[config.mk]
export PLATFORM = sky130hd
export DESIGN_NAME = axi_lite_bram_ctrl
export DESIGN_NICKNAME = d
export VERILOG_FILES = /design/src/rtl/axi_lite_bram_ctrl.sv
export SDC_FILE = /design/constraint.sdc
export NUM_CORES = 1
export LEC_CHECK = 0
export CAP_MARGIN = 0
export CORE_MARGIN = 1.5
export CORE_UTILIZATION = 24
export CTS_CLUSTER_SIZE = 40
export DETAILED_ROUTE_END_ITERATION = 16
export GPL_ROUTABILITY_DRIVEN = 0
export PLACE_DENSITY = 0.77
export SYNTH_ARGS = -nofsm -noshare
export SYNTH_HDL_FRONTEND = slang
export SYNTH_SLANG_ARGS = --single-unit
[constraint.sdc]
create_clock -name clk -period 2.9 [get_ports clk]
set_input_delay 0.87 -clock clk [delete_from_list [all_inputs] [get_ports clk]]
set_output_delay 0.87 -clock clk [all_outputs]
set_load 0.005 [all_outputs]
[src/rtl/axi_lite_bram_ctrl.sv]
// AXI4-Lite slave bridging single-beat reads and writes onto a block RAM port.
// Latency: write accepted in 1 cycle, bvalid next cycle; rvalid rises LATENCY+1 cycles after the AR handshake.
// Backpressure: one transaction in flight; no AW/W/AR handshake while bvalid or rvalid waits on bready/rready.
//
// Ports:
//   clk, reset                  - single clock, synchronous active-high reset
//   s_axi_aw*/w*/b*             - AXI4-Lite write address, data and response channels
//   s_axi_ar*/r*                - AXI4-Lite read address and data channels
//   bram_en/we/addr/wrdata      - RAM request, driven combinationally in the handshake cycle only
//   bram_rddata                 - RAM read data, valid LATENCY cycles after the enabled read
//
// Build option: define AXI_BRAM_ERR_RESP_EN to answer out-of-range word indices with SLVERR and
// no RAM access; otherwise addresses wrap modulo DEPTH and every response is OKAY.
module axi_lite_bram_ctrl #(
  parameter int ADDR_WIDTH = 32,
  parameter int DATA_WIDTH = 32,
  parameter int DEPTH      = 16384,
  parameter int LATENCY    = 1
) (
  input  logic                          clk,
  input  logic                          reset,
  input  logic [ADDR_WIDTH-1:0]         s_axi_awaddr,
  input  logic                          s_axi_awvalid,
  output logic                          s_axi_awready,
  input  logic [DATA_WIDTH-1:0]         s_axi_wdata,
  input  logic [DATA_WIDTH/8-1:0]       s_axi_wstrb,
  input  logic                          s_axi_wvalid,
  output logic                          s_axi_wready,
  output logic [1:0]                    s_axi_bresp,
  output logic                          s_axi_bvalid,
  input  logic                          s_axi_bready,
  input  logic [ADDR_WIDTH-1:0]         s_axi_araddr,
  input  logic                          s_axi_arvalid,
  output logic                          s_axi_arready,
  output logic [DATA_WIDTH-1:0]         s_axi_rdata,
  output logic [1:0]                    s_axi_rresp,
  output logic                          s_axi_rvalid,
  input  logic                          s_axi_rready,
  output logic                          bram_en,
  output logic [DATA_WIDTH/8-1:0]       bram_we,
  output logic [$clog2(DEPTH)-1:0]      bram_addr,
  output logic [DATA_WIDTH-1:0]         bram_wrdata,
  input  logic [DATA_WIDTH-1:0]         bram_rddata
);

  localparam int OFFS = $clog2(DATA_WIDTH / 8);
  localparam int AW   = $clog2(DEPTH);
  localparam logic [1:0] RESP_OKAY   = 2'b00;
  localparam logic [1:0] RESP_SLVERR = 2'b10;
  // Wait counter runs 0..LATENCY: data is captured at LATENCY-1 (RAM output valid),
  // the response is presented one cycle later.
  localparam logic [1:0] CNT_CAP  = 2'(LATENCY - 1);
  localparam logic [1:0] CNT_LAST = 2'(LATENCY);

  typedef enum logic [1:0] {IDLE, WR_RESP, RD_WAIT, RD_RESP} state_t;

  state_t     state, state_nxt;
  logic       last_wr;      // 1 when the most recent grant went to a write
  logic [1:0] wait_cnt;
  logic       rd_err;
  logic       wr_req, rd_req;
  logic       wr_go, rd_go;
  logic       wr_oob, rd_oob;
  logic       unused_addr;

  assign wr_req = s_axi_awvalid & s_axi_wvalid;
  assign rd_req = s_axi_arvalid;

`ifdef AXI_BRAM_ERR_RESP_EN
  // Any address bit above the RAM word index means the word index is >= DEPTH.
  assign wr_oob = (s_axi_awaddr >> (OFFS + AW)) != '0;
  assign rd_oob = (s_axi_araddr >> (OFFS + AW)) != '0;
`else
  assign wr_oob = 1'b0;
  assign rd_oob = 1'b0;
`endif

  // Low byte-offset bits (and upper bits when wrapping) are intentionally dropped.
  assign unused_addr = ^{s_axi_awaddr, s_axi_araddr};

  always_ff @(posedge clk) begin
    if (reset) state <= IDLE;
    else       state <= state_nxt;
  end

  always_comb begin
    state_nxt = state;
    wr_go     = 1'b0;
    rd_go     = 1'b0;
    bram_en   = 1'b0;
    bram_we   = '0;
    bram_addr = s_axi_araddr[OFFS +: AW];
    unique case (state)
      IDLE: begin
        if (!reset) begin
          // Contention goes to whichever side was not served last.
          if (wr_req && (!rd_req || !last_wr)) begin
            wr_go     = 1'b1;
            state_nxt = WR_RESP;
          end else if (rd_req) begin
            rd_go     = 1'b1;
            state_nxt = RD_WAIT;
          end
        end
      end
      WR_RESP: if (s_axi_bready) state_nxt = IDLE;
      RD_WAIT: if (wait_cnt == CNT_LAST) state_nxt = RD_RESP;
      RD_RESP: if (s_axi_rready) state_nxt = IDLE;
      default: state_nxt = IDLE;
    endcase
    if (wr_go) begin
      bram_addr = s_axi_awaddr[OFFS +: AW];
      bram_en   = !wr_oob;
      bram_we   = wr_oob ? '0 : s_axi_wstrb;
    end else if (rd_go) begin
      bram_en   = !rd_oob;
    end
  end

  always_ff @(posedge clk) begin
    if (reset) begin
      last_wr     <= 1'b0;
      wait_cnt    <= '0;
      rd_err      <= 1'b0;
      s_axi_rdata <= '0;
      s_axi_bresp <= RESP_OKAY;
      s_axi_rresp <= RESP_OKAY;
    end else begin
      if (wr_go) begin
        last_wr     <= 1'b1;
        s_axi_bresp <= wr_oob ? RESP_SLVERR : RESP_OKAY;
      end
      if (rd_go) begin
        last_wr  <= 1'b0;
        rd_err   <= rd_oob;
        wait_cnt <= '0;
      end
      if (state == RD_WAIT) begin
        wait_cnt <= wait_cnt + 2'd1;
        if (wait_cnt == CNT_CAP) begin
          s_axi_rdata <= rd_err ? '0 : bram_rddata;
          s_axi_rresp <= rd_err ? RESP_SLVERR : RESP_OKAY;
        end
      end
    end
  end

  assign s_axi_awready = wr_go;
  assign s_axi_wready  = wr_go;
  assign s_axi_arready = rd_go;
  assign s_axi_bvalid  = (state == WR_RESP) && !reset;
  assign s_axi_rvalid  = (state == RD_RESP) && !reset;
  assign bram_wrdata   = s_axi_wdata;

endmodule

# Yosys cells after proc, flatten, opt, wreduce, memory -nomap -nowiden
# Index checks and enable logic that the tools add are counted.
# totals
rom_bits,0
mem_bits_rw,0
n_memories,0
inputBits,139
word_cells,46
latch_bits,0
ff_bits,37
# op_classes
multipliers,0
n_eq_ne,8
div_mod_pow,0
n_shift,0
reduce_logical,13
n_mux,19
bitwise_logic,1
addsub,1
order_cmp,0
# op_table
operator,count
two-way mux 14 bit,1
two-way mux 2 bit,7
two-way mux 1 bit,9
case mux 2 bit (4 select lines),1
inequality test 2 bit (second input constant),3
equality test 2 x 1 -> 1 bit (second input constant),2
equality test 2 bit (second input constant),2
zero test 2 bit,2
two-way mux 4 bit,1
AND reduction 4 bit,1
logical AND 1 bit,3
zero test 1 bit,3
inequality test 3 bit (second input constant),1
adder 2 x 1 -> 2 bit (second input constant),1
AND reduction 2 bit,1
nonzero test 2 bit,1
OR reduction 2 bit,1
AND 1 bit,1
logical OR 1 bit,1

# Longest topological paths before layout
# logic_depth
word_depth,8
depth_mapped,7
mapped_depth_nobuf,5

# Least setup slack after synthesis
# Ideal clock, no wire load.
# synth_timing
path_kind,input port to output port
start,input reset
end,output bram_addr[0]
path_slack_ns,0.071
n_path_buf,1
required_ns,2.030
arrival_time_ns,1.959
stages,4
path_cell_list,or3_4 -> a211o_4 -> buf_6 -> mux2_4
# synth_via
elab_chain_cells,3
# synth_lines
item,line,rtl
"start, declared",21,"input logic reset,"
two-way mux 1 bit,95,if (!reset) begin
two-way mux 1 bit,93,unique case (state)
two-way mux 14 bit,111,if (wr_go) begin
"end, declared",41,"output logic [$clog2(DEPTH)-1:0] bram_addr,"
# Every way passes these cells.

# Worst setup path in the final report
# layout_timing
start,input reset
end,output bram_addr[2]
# The elaborated chain is that of the path after synthesis.

==> metrics.cfg <==
[layout]
finish.net_count=486
drive_gt1_frac=0.212
post-route-cell-area_um2=3340
layoutNonFillerInstCount=447
areaGrowthSynthToFinish_pct=72.2
diodes=0

[yosys]
syn_inst=238
synth-edff-count=0
seq_area_frac_synth=0.382
synth_cell_types=29
postSynthRegisterBits=37
syn-mean-instance-area_um2=8.14
synth_warnings=0
ffs_w_async_s_r_synth=0
synth.cell_area_um2=1940
synth_ff_type=sky130_fd_sc_hd__dfxtp_1

[timing]
timing.final.crit_period_ps=3130
report.final.slew_viol_count=0
report.final.setup_viol=19
fin_ws_ps=-227
grt_setup_unrepaired=yes
timing.final.crit_share=1.08
slew_headroom=0.616
skew_ps=5.53
tightest_slew_ps=575
report.final.hold_viol_count=0
timing.hold.ws_ps=454
max_freq_mhz=320

[floorplanning]
fp-row-count=32
ios=231
floorplan.initialDensity=0.250
die_x_um=92.9
coreArea_um2=7770
design.die.area_um2=8620
die_y_um=92.9

[critical_path]
timing.setup.critical_path_class=in -> out
ff2ff_setup_slack_ps=1170
worstPathRequired_ps=2030
worst_path_most_repeated_cell=sky130_fd_sc_hd__buf_6
worstSetupStartpointType=primary input
critical_path.endpoint_type=output port
cpMaxStageDelayCell=sky130_fd_sc_hd__a211o_4
crit_path_max_incr_delay_ps=390
cp.arrival_ps=2260
critical_path.max_fanout=7
worstPathCellList=buf_6 -> or3_4 -> a211o_4 -> buf_6 -> mux2_4 -> buf_6

[drt]
drt-wirelength-per-cell_um=13.3
route.final.wire_length_um=5930
number_of_detailed_routing_iterations_run_before_antenna_repair=4
detail_route.vias_per_cell=4.26
drtIter0Drc=40
route.detailed.drc=0
final_antenna_net_count=0
route.vias.total=1905

[grt]
wire_length_of_the_first_global_routing_pass_um=8560
grt_overflow_total=0
global_route.usage.total=0.126
first_global_vias=1836
grt_antenna_before_repair=0
pin_count_of_the_biggest_net_entering_global_routing=40

[power_and_ir_drop]
pwr_density_cell_nw_per_um2=409
peakVddDrop_mv=0.234
seq_power_share=0.420
p_sw_frac=0.263
total_leakage_power_nw=1.33
comb_power_share=0.317
pwr-share-clk=0.263
internal_power_mw=1.01
p_sw_mw=0.359

[run]
drv_cap=0

[clocking]
worstSkewPairLatency_ps=280
cts_tree=done
cts-buffers-inserted=5
clk_pin_slew_ps=70
cts.path.max_buffers=2
cts-root-buf=sky130_fd_sc_hd__clkbuf_8
clock_tree.htree_level_count=2
numClockSinks=37

[place]
post-dp-hpwl_um=4170
io_buffers=126
dp.cells=427
dp_worst_setup_slack_ps=-830
place_area_um2=3070

[status]
violations=setup timing
status=finished, violations left

[hold_path]
hp-class=reg -> reg

[sequential cells by signal, indices dropped and copies added (netlist names)]
| name | count |
|---|---|
| last_wr | 1 |
| s_axi_rdata | 32 |
| state | 2 |
| wait_cnt | 2 |
[critical path, delay by kind of cell]
family	cells	cell delay, ps
buffers and inverters	3	340
muxes	1	290
and+or+nand+nor	1	360
AOI/OAI and AO/OA	1	390
[kinds of logic after synthesis]
family / share of synthesized area
AOI/OAI and AO/OA: 0.127
adders and majority gates: 0.0129
buffers and inverters: 0.184
DFF: 0.382
muxes: 0.105
other: 0.00193
and+or+nand+nor: 0.187
[stage by stage]
stage / util / power [mW] / TNS (ps)
detailed placement: 0.395 / 0.993 / -17030
floorplan: - / 0.781 / 0
global placement: 0.395 / 0.982 / -16860
global route: 0.430 / 1.45 / -3260
finish: 0.430 / 1.37 / -2800
CTS: 0.423 / 1.39 / -3470
[cells in the final DEF, fill, tap and decap left out, drive strengths merged]
cell	instances
mux2	15
or4	1
nor3	2
nor4bb	1
a211o	3
o21ai	2
nor2	2
clkbuf	7
ha	2
a221oi	1
dfxtp	37
or3	1
o22ai	1
nand2	66
o21bai	1
clkdlybuf4s50	100
conb	4
inv	5
buf	42
o31ai	1
nand3b	1
and3b	1
nor3b	2
and2	4
a21oi	36
dlygate4sd2	5
nor2b	2
[synthesized netlist by cell type (4+ instances only)]
| library cell | n | share of area |
|---|---|---|
| sky130_fd_sc_hd__nand2_1 | 66 | 0.13 |
| sky130_fd_sc_hd__buf_4 | 37 | 0.14 |
| sky130_fd_sc_hd__dfxtp_1 | 37 | 0.38 |
| sky130_fd_sc_hd__a21oi_1 | 36 | 0.093 |
| sky130_fd_sc_hd__clkbuf_1 | 12 | 0.023 |
| sky130_fd_sc_hd__mux2_4 | 9 | 0.070 |
| sky130_fd_sc_hd__mux2_2 | 6 | 0.035 |
| sky130_fd_sc_hd__inv_1 | 5 | 0.0097 |
| sky130_fd_sc_hd__and2_1 | 4 | 0.013 |
[power groups by stage]
| stage | registers [mW] | clock network (mW) | logic, mW |
|---|---|---|---|
| 5_1_grt | 0.578 | 0.404 | 0.471 |
| 4_1_cts | 0.574 | 0.386 | 0.430 |
| 3_3_place_gp | 0.582 | 0 | 0.400 |
| 3_5_place_dp | 0.585 | 0 | 0.408 |
| 2_1_floorplan | 0.587 | 0 | 0.194 |
| 6_report | 0.574 | 0.359 | 0.433 |
[what timing repair did]
action,4_1_cts,5_1_grt
resized for setup,121,10
setup buffers,11,1
pin swaps,7,4
gates cloned,1,0
hold buffers,0,0
hold endpoints to repair,0,0
setup endpoints to repair,24,21
[final cells by class]
class / instances / area [µm²]
Fill cell: 755 / 4430
Inverter: 5 / 21.3
Sequential cell: 37 / 741
Tap cell: 102 / 128
Multi-Input combinational cell: 149 / 898
Timing Repair Buffer: 147 / 1460
Clock buffer: 7 / 86.3
[metal layers]
metal  vias to the layer above  GRT usage  wire length (µm)
li1                        949          -                 -
met1                       880      0.141              2310
met2                        58      0.229              3190
met3                        18     0.0271               314
met4                         0     0.0530               125
met5                         -          0                 0
[path summary, 6_finish.rpt]
check	start	end	cells past startpoint
worst max-delay path	reset	bram_addr[2]	6
worst min-delay path	s_axi_rdata[19]$_SDFFE_PP0P_	s_axi_rdata[19]$_SDFFE_PP0P_	2
worst min register to register	s_axi_rdata[19]$_SDFFE_PP0P_	s_axi_rdata[19]$_SDFFE_PP0P_	2
worst max register to register	wait_cnt[0]$_SDFFE_PP0P_	s_axi_rdata[8]$_SDFFE_PP0P_	6
(Power assumes the default switching activity.)
